`config.mk`:
```
export PLATFORM = sky130hd
export DESIGN_NAME = bin_to_bcd_converter_flat
export DESIGN_NICKNAME = d
export VERILOG_FILES = /design/src/rtl/bcd_pkg.sv /design/src/rtl/bin_to_bcd_converter_if.sv /design/src/rtl/bcd_digit_adjust.sv /design/src/rtl/bin_to_bcd_converter.sv /design/src/flat_wrapper.sv
export SDC_FILE = /design/constraint.sdc
export NUM_CORES = 1
export LEC_CHECK = 0
export BUFFER_PORTS_ARGS = -buffer_cell sky130_fd_sc_hd__buf_2
export CORE_AREA = 4 4 102 104
export CTS_BUF_LIST = sky130_fd_sc_hd__clkbuf_4
export DETAILED_ROUTE_END_ITERATION = 12
export DIE_AREA = 0 0 106 108
export MAX_ROUTING_LAYER = met4
export PLACE_DENSITY = 0.86
export SLEW_MARGIN = 20
export SYNTH_ARGS = -nofsm -noshare
export SYNTH_HDL_FRONTEND = slang
export SYNTH_HIERARCHICAL = 1
export SYNTH_SLANG_ARGS = --single-unit
```
`constraint.sdc`:
```
create_clock -name clk -period 1.2 [get_ports clk]
set_input_delay 0.18 -clock clk [delete_from_list [all_inputs] [get_ports clk]]
set_output_delay 0.18 -clock clk [all_outputs]
set_load 0.05 [all_outputs]
```
`src/rtl/bcd_pkg.sv`:
```
// Shared types and constants for the binary-to-BCD converter.
// Digit count helper sizes the scratch BCD register from the binary width.
package bcd_pkg;

  typedef enum logic [1:0] {
    IDLE,
    SHIFT,
    DONE
  } state_t;

  localparam int         BCD_DIGIT_W = 4;
  localparam logic [3:0] ADJ_THRESH  = 4'd5;
  localparam logic [3:0] ADJ_ADD     = 4'd3;

  // Decimal digits needed for a data_w-bit unsigned value (log10(2) ~ 0.30103).
  function automatic int int_digits(input int data_w);
    return (data_w * 30103) / 100000 + 1;
  endfunction

endpackage

```
`src/rtl/bin_to_bcd_converter_if.sv`:
```
// Start/done bus between the converter and its requester (master) / engine (slave).
// start is only honoured while the engine is idle; results hold between done pulses.
interface bin_to_bcd_converter_if #(
  parameter int DATA_W     = 32,
  parameter int OUT_DIGITS = 8
);
  import bcd_pkg::*;

  logic                              start;
  logic [DATA_W-1:0]                 bin_in;
  logic                              busy;
  logic                              done;
  logic [BCD_DIGIT_W*OUT_DIGITS-1:0] bcd_out;
  logic                              overflow;
  logic                              negative;

  modport master (
    output start, bin_in,
    input  busy, done, bcd_out, overflow, negative
  );

  modport slave (
    input  start, bin_in,
    output busy, done, bcd_out, overflow, negative
  );

endinterface

```
`src/rtl/bcd_digit_adjust.sv`:
```
// Double-dabble digit correction: adds 3 to a BCD nibble of 5 or more, zero latency.
// Inputs never exceed 9, so the result always fits in 4 bits.
module bcd_digit_adjust
  import bcd_pkg::*;
(
  input  logic [BCD_DIGIT_W-1:0] i_nibble,
  output logic [BCD_DIGIT_W-1:0] o_nibble
);

  assign o_nibble = (i_nibble >= ADJ_THRESH) ? i_nibble + ADJ_ADD : i_nibble;

endmodule

```
`src/rtl/bin_to_bcd_converter.sv`:
```
// Sequential shift-and-add-3 converter: one bit per clock, done DATA_W+1 edges after start.
// start ignored while busy; outputs hold until next done. BIN_TO_BCD_SIGNED_EN: two's complement input.
module bin_to_bcd_converter
  import bcd_pkg::*;
#(
  parameter int DATA_W     = 32,
  parameter int OUT_DIGITS = 8
) (
  input logic                  clk,
  input logic                  rst,
  bin_to_bcd_converter_if.slave bus
);

  localparam int INT_DIGITS  = int_digits(DATA_W);
  localparam int SCR_W       = BCD_DIGIT_W * INT_DIGITS;
  localparam int OUT_W       = BCD_DIGIT_W * OUT_DIGITS;
  localparam int FULL_DIGITS = (INT_DIGITS > OUT_DIGITS) ? INT_DIGITS : OUT_DIGITS;
  localparam int FULL_W      = BCD_DIGIT_W * FULL_DIGITS;
  localparam int CNT_W       = $clog2(DATA_W + 1);

  state_t            r_state;
  state_t            w_state_nxt;
  logic [SCR_W-1:0]  r_bcd;
  logic [SCR_W-1:0]  w_bcd_adj;
  logic [DATA_W-1:0] r_bin;
  logic [DATA_W-1:0] w_mag;
  logic [CNT_W-1:0]  r_cnt;
  logic              r_neg_cap;
  logic              w_sign;
  logic              r_busy;
  logic              r_done;
  logic [OUT_W-1:0]  r_bcd_out;
  logic              r_ovf;
  logic              r_neg;
  logic [FULL_W-1:0] w_full;
  logic              w_ovf;
  logic              w_last_iter;

`ifdef BIN_TO_BCD_SIGNED_EN
  // Magnitude taken as unsigned so the most negative value converts correctly.
  assign w_sign = bus.bin_in[DATA_W-1];
  assign w_mag  = w_sign ? -bus.bin_in : bus.bin_in;
`else
  assign w_sign = 1'b0;
  assign w_mag  = bus.bin_in;
`endif

  for (genvar g = 0; g < INT_DIGITS; g++) begin : g_adj
    bcd_digit_adjust u_adj (
      .i_nibble (r_bcd[g*BCD_DIGIT_W +: BCD_DIGIT_W]),
      .o_nibble (w_bcd_adj[g*BCD_DIGIT_W +: BCD_DIGIT_W])
    );
  end

  assign w_full = FULL_W'(r_bcd);

  if (INT_DIGITS > OUT_DIGITS) begin : g_ovf
    assign w_ovf = |w_full[FULL_W-1:OUT_W];
  end else begin : g_no_ovf
    assign w_ovf = 1'b0;
  end

  assign w_last_iter = (r_cnt == CNT_W'(DATA_W - 1));

  always_ff @(posedge clk) begin
    if (rst) r_state <= IDLE;
    else     r_state <= w_state_nxt;
  end

  always_comb begin
    w_state_nxt = r_state;
    unique case (r_state)
      IDLE:    if (bus.start) w_state_nxt = SHIFT;
      SHIFT:   if (w_last_iter) w_state_nxt = DONE;
      DONE:    w_state_nxt = IDLE;
      default: w_state_nxt = IDLE;
    endcase
  end

  always_ff @(posedge clk) begin
    if (rst) begin
      r_bcd     <= '0;
      r_bin     <= '0;
      r_cnt     <= '0;
      r_neg_cap <= 1'b0;
      r_busy    <= 1'b0;
      r_done    <= 1'b0;
      r_bcd_out <= '0;
      r_ovf     <= 1'b0;
      r_neg     <= 1'b0;
    end else begin
      r_done <= 1'b0;
      case (r_state)
        IDLE: begin
          if (bus.start) begin
            r_bin     <= w_mag;
            r_bcd     <= '0;
            r_cnt     <= '0;
            r_neg_cap <= w_sign;
            r_busy    <= 1'b1;
          end
        end
        SHIFT: begin
          {r_bcd, r_bin} <= {w_bcd_adj, r_bin} << 1;
          r_cnt          <= r_cnt + CNT_W'(1);
        end
        DONE: begin
          r_bcd_out <= w_full[OUT_W-1:0];
          r_ovf     <= w_ovf;
          r_neg     <= r_neg_cap;
          r_done    <= 1'b1;
          r_busy    <= 1'b0;
        end
        default: ;
      endcase
    end
  end

  assign bus.busy     = r_busy;
  assign bus.done     = r_done;
  assign bus.bcd_out  = r_bcd_out;
  assign bus.overflow = r_ovf;
  assign bus.negative = r_neg;

endmodule

```
`src/flat_wrapper.sv`:
```
// flat-port wrapper written by rule: the top's interface ports become plain ports
module bin_to_bcd_converter_flat import bcd_pkg::*;
#(
  parameter int DATA_W     = 32,
  parameter int OUT_DIGITS = 8
)
  (clk, rst, bus_start, bus_bin_in, bus_busy, bus_done, bus_bcd_out, bus_overflow, bus_negative);
  bin_to_bcd_converter_if #(.DATA_W(DATA_W), .OUT_DIGITS(OUT_DIGITS)) bus_i ();
  input logic clk;
  input logic rst;
  input wire logic [$bits(bus_i.start)-1:0] bus_start;
  input wire logic [$bits(bus_i.bin_in)-1:0] bus_bin_in;
  output wire logic [$bits(bus_i.busy)-1:0] bus_busy;
  output wire logic [$bits(bus_i.done)-1:0] bus_done;
  output wire logic [$bits(bus_i.bcd_out)-1:0] bus_bcd_out;
  output wire logic [$bits(bus_i.overflow)-1:0] bus_overflow;
  output wire logic [$bits(bus_i.negative)-1:0] bus_negative;
  assign bus_i.start = bus_start;
  assign bus_i.bin_in = bus_bin_in;
  assign bus_busy = bus_i.busy;
  assign bus_done = bus_i.done;
  assign bus_bcd_out = bus_i.bcd_out;
  assign bus_overflow = bus_i.overflow;
  assign bus_negative = bus_i.negative;
  bin_to_bcd_converter #(.DATA_W(DATA_W), .OUT_DIGITS(OUT_DIGITS)) u_core (.clk(clk), .rst(rst), .bus(bus_i));
endmodule
```
* Word level (Yosys, flattened, before mapping)
Cells that the tools add are included.
Word-level totals: logic and storage cells 63, bits in registers 115
Operators by class: eq/ne operators 5, mux-type cells 22, add/sub/neg operators 11, $lt $le $gt $ge 10, reductions and logical operators 7
Operators by type and width (number):
- $pmux W40 S2 | 1
- $pmux W32 S2 | 1
- $ge A4 B3 Y1 const B | 10
- $mux W40 | 1
- $add A4 B2 Y4 const B | 9
- $mux W4 | 9
- $mux W32 | 1
- $pmux W6 S2 | 1
- $reduce_or A8 Y1 | 1
- $add A6 B1 Y6 const B | 1
- $eq A6 B5 Y1 const B | 1
- $mux W6 | 1
- $reduce_and A2 Y1 | 3
- $mux W2 | 2
- $pmux W2 S2 | 1
- $reduce_bool A2 Y1 | 2
- $add A3 B2 Y3 const B | 1
- $mux W3 | 1
- $eq A2 B1 Y1 const B | 1
- $eq A2 B2 Y1 const B | 1
- $logic_not A2 Y1 | 1
- $mux W1 | 2
- $ne A2 B1 Y1 const B | 1
- $ne A2 B2 Y1 const B | 1
- $pmux W1 S2 | 1

* Longest topological paths before layout
word-level depth 3, gate-level depth with buffers 6, mapped depth without buffers 6

* Modules after synthesis
The synthesis kept the hierarchy.
By module, submodules not included:
- bin_to_bcd_converter | times used 1, area an instance 3940.0 µm², cells each 389
- bcd_digit_adjust | times used 10, area an instance 101.3 µm², cells each 16

* Least setup slack after synthesis
Ideal clock, no wire load.
path type reg-to-reg, start point register u_core.r_state[1], end point register u_core.r_cnt[5], clock period less this slack 1309 ps, slack -109 ps, arrival 1177 ps, cell stages (with the launch flop) 6, data required time 1068 ps, cells stage by stage dfxtp_1 -> or3b_1 -> buf_2 -> buf_2 -> o311ai_0 -> a21oi_2
On the way: longest elaborated chain between the ends 3
Ends and longest elaborated chain:
- start, declared | line bin_to_bcd_converter.sv:21 | state_t r_state;
- start signal, assigned | line bin_to_bcd_converter.sv:67 | else r_state <= w_state_nxt;
- $eq A2 B1 Y1 / $logic_not A2 Y1 (equally long branches) | line bin_to_bcd_converter.sv:93 | case (r_state)
- $reduce_bool A2 Y1 (no source line) / $ne A2 B2 Y1 (equally long branches)
- $reduce_and A2 Y1 (no source line)
- end signal, assigned | line bin_to_bcd_converter.sv:105 | r_cnt <= r_cnt + CNT_W'(1);
- end, declared | line bin_to_bcd_converter.sv:27 | logic [CNT_W-1:0] r_cnt;
Several ways; a longest one is shown, not always the timed one. A chain may end at the register's enable or synchronous reset.

* Worst setup path in the final report
start point register u_core.r_state[0], end point register u_core.r_bin[6]
On the way: longest elaborated chain between the ends 3
Ends and longest elaborated chain:
- $eq A2 B1 Y1 / $logic_not A2 Y1 (equally long branches) | line bin_to_bcd_converter.sv:93
- $reduce_bool A2 Y1 (no source line) / $ne A2 B2 Y1 (equally long branches)
- $reduce_and A2 Y1 (no source line)
- end signal, assigned | line bin_to_bcd_converter.sv:96 | r_bin <= w_mag;
- end signal, assigned | line bin_to_bcd_converter.sv:104 | {r_bcd, r_bin} <= {w_bcd_adj, r_bin} << 1;
- end, declared | line bin_to_bcd_converter.sv:25 | logic [DATA_W-1:0] r_bin;
Several ways; a longest one is shown, not always the timed one.

==> flow_summary_export.csv <==
group,metric,value,unit
status,outcome,"finished with violations",
status,violations,"negative setup slack",
critical_path,cp_data_arrival_time,1.95,ns
worst_hold_path,holdPathEnd,"u_core/r_cnt[2]",
finish,multi_input_area,0.00319,mm²
synthesis,synth_area_per_cell,9.05,µm²
sta,setup_ws,-0.356,ns
floorplan,die_area,0.0114,mm²
drt,num_vias,5535,
finish,fin_nets,790,
drt,vias_per_cell,6.28,
power_and_ir_drop,clkPwrFrac,0.372,
sta,tightest_slew,0.535,ns
floorplan,die_w,106,µm
critical_path,rrSetupSlack,-0.36,ns
power_and_ir_drop,pwr-share-comb,0.161,
grt,grt_usage,0.286,
cts,clk_latency,0.57,ns
synthesis,syn_inst,545,
sta,whs,0.120,ns
sta,finalHoldViolations,0,
drt,routedWlPerCell,23.9,µm
power_and_ir_drop,p_leak,3.52,nW
critical_path,setup.worst_path.start_class,"flip-flop",
worst_hold_path,hp-class,"in -> reg",
power_and_ir_drop,switching_share,0.299,
sta,relSlewSlack,0.640,
drt,drt_iter0_drc,395,
floorplan,core,0.00955,mm²
finish,drive_above_1_share,0.518,
critical_path,reg2reg_from,"u_core/r_state[0]",
cts,cts.sinks,115,
finish,postLayoutCellArea,0.00843,mm²
sta,min_period_over_period,1.30,
power_and_ir_drop,intPower,6.06,mW
power_and_ir_drop,power_density,1030,mW/mm²
worst_hold_path,worstHoldStart,"rst",
sta,max_freq,643,MHz
grt,antenna_found_initial,1,
power_and_ir_drop,seq_power_share,0.467,
finish,fin_util,0.883,
placement,placed_area,0.00592,mm²
grt,grt_max_degree,34,
cts,cts_buffers,17,
sta,clock_skew,0.0500,ns
cts,cts-root-buf,"clkbuf_4",
synthesis,synth_fp_nets,601,
sta,period_minus_slack,1.56,ns
drt,finalWirelength,21100,µm
floorplan,io_pins,71,
sta,finalSetupViolCount,149,
run,drv_cap,0,
power_and_ir_drop,peakVddDrop,0.000902,V
cts,path_clk_slew,0.12,ns
power_and_ir_drop,switchingPower,2.59,mW
cts,htree_levels,4,
worst_hold_path,timing.hold.worst_path_depth,2,
critical_path,rr_endpoint,"u_core/r_bin[6]",
drt,drc,0,
critical_path,endpoint_kind,"flip-flop",
synthesis,netlist_area,0.00493,mm²
cts,clk_path_buf_depth,2,
critical_path,required,1.59,ns
synthesis,yosys_warnings,6,
finish,syn2layout_area_growth,70.9,%
finish,seq_area,0.00241,mm²
sta,rsz0062_at_grt,"true",
placement,routabilityCongestion,0.786,
placement,post-dp-hpwl,7730,µm
sta,maxSlewViolCount,0,
drt,ant_nets,0,
critical_path,cp_max_fo,6,
floorplan,initial_core_util,0.517,
critical_path,crit_type,"reg -> reg",
grt,grt_pass1_wl,25100,µm
drt,first_pass_iters,5,
floorplan,fp-row-count,36,
critical_path,worstRegToRegCells,4,
grt,overflow,0,
cts,cts_tree,"yes",
placement,port-buffer-count,69,
finish,fill_cells,361,
grt,grt_pass1_vias,5032,
floorplan,die_y,108,µm
per-stage QoR:
step	setup WS [ns]	std cells	power [mW]	setup TNS (ns)
after detailed placement	-0.106	758	4.79	-4.18
after CTS	-0.108	851	8.08	-6.34
after floorplan	-0.0550	545	4.56	-1.03
after global routing	-0.364	881	8.92	-21.37
final	-0.356	882	8.65	-17.49
after global placement	-0.0672	758	4.75	-1.09
power groups by stage:
stage / combinational, mW / sequential (mW) / clock (mW)
3_5_place_dp: 0.666 / 4.12 / 0
2_1_floorplan: 0.447 / 4.11 / 0
6_report: 1.40 / 4.04 / 3.21
4_1_cts: 0.943 / 4.03 / 3.11
3_3_place_gp: 0.642 / 4.11 / 0
5_1_grt: 1.45 / 4.05 / 3.41
worst max-delay path by stage:
stage / startpoint / end / slack, ns / cells after the start
after floorplan: u_core/r_state[1] / u_core/r_cnt[5] / -0.06 / 5
after global placement: u_core/r_state[1] / u_core/r_cnt[5] / -0.07 / 4
after detailed placement: u_core/r_state[1] / u_core/bus.bcd_out[28] / -0.11 / 4
after CTS: u_core/r_bcd[1] / u_core/r_bcd[2] / -0.11 / 6
after global routing: u_core/r_state[1] / u_core/r_bin[6] / -0.36 / 5
final: u_core/r_state[0] / u_core/r_bin[6] / -0.36 / 4
cells in the final DEF (no fill, tap or decap), drive strengths merged:
cell type / count
a21oi: 13
a22o: 74
a2bb2oi: 1
a311oi: 1
a31oi: 1
and3b: 1
buf: 161
bufinv: 3
clkbuf: 28
clkinv: 5
clkinvlp: 4
conb: 1
dfxtp: 115
diode: 2
dlygate4sd3: 31
ha: 21
inv: 25
mux2: 1
mux2i: 10
nand2: 41
nand2b: 21
nand3: 2
nand3b: 2
nand4: 1
nor2: 107
nor2b: 3
nor3: 1
nor3b: 1
nor4: 34
o21ai: 22
o21ba: 1
o311ai: 1
or3b: 2
or4: 1
xnor2: 11
state kept, by name, summed over array words and instances (netlist names):
register,flops
u_core/bus.bcd_out,32
u_core/bus.busy,1
u_core/bus.done,1
u_core/bus.overflow,1
u_core/r_bcd,40
u_core/r_bin,32
u_core/r_cnt,6
u_core/r_state,2
area by class of cell:
type	instances	share of cell area
clock buffer	17	0.0151
multi-input combinational	375	0.379
sequential	115	0.286
clock inverter	15	0.0215
tap	133	0.0197
antenna	2	0.000594
timing repair buffer	203	0.267
inverter	22	0.0119
per-layer routing:
layer  part of all wire  GRT usage  vias up
met1               0.34      0.293     2654
met4              0.083      0.148        0
li1                   -          -     2297
met2               0.50      0.512      428
met3              0.076     0.0675      156
met5                  0          -        -
repair_timing:
action / CTS / global route
hold endpoints to repair: 31 / 0
gates cloned: 7 / 12
gates resized for setup: 187 / 142
hold buffers: 31 / 0
setup buffers: 23 / 20
setup endpoints to repair: 144 / 147
pin swaps: 13 / 59
worst max-delay path, cell delays in order, from the launching register on:
cell and delay, ns:
dfxtp_4 0.43, or3b_4 0.25, clkbuf_16 0.20, nor2_4 0.03, nor4_1 0.49
No activity file was read; power rests on OpenSTA's default activity.
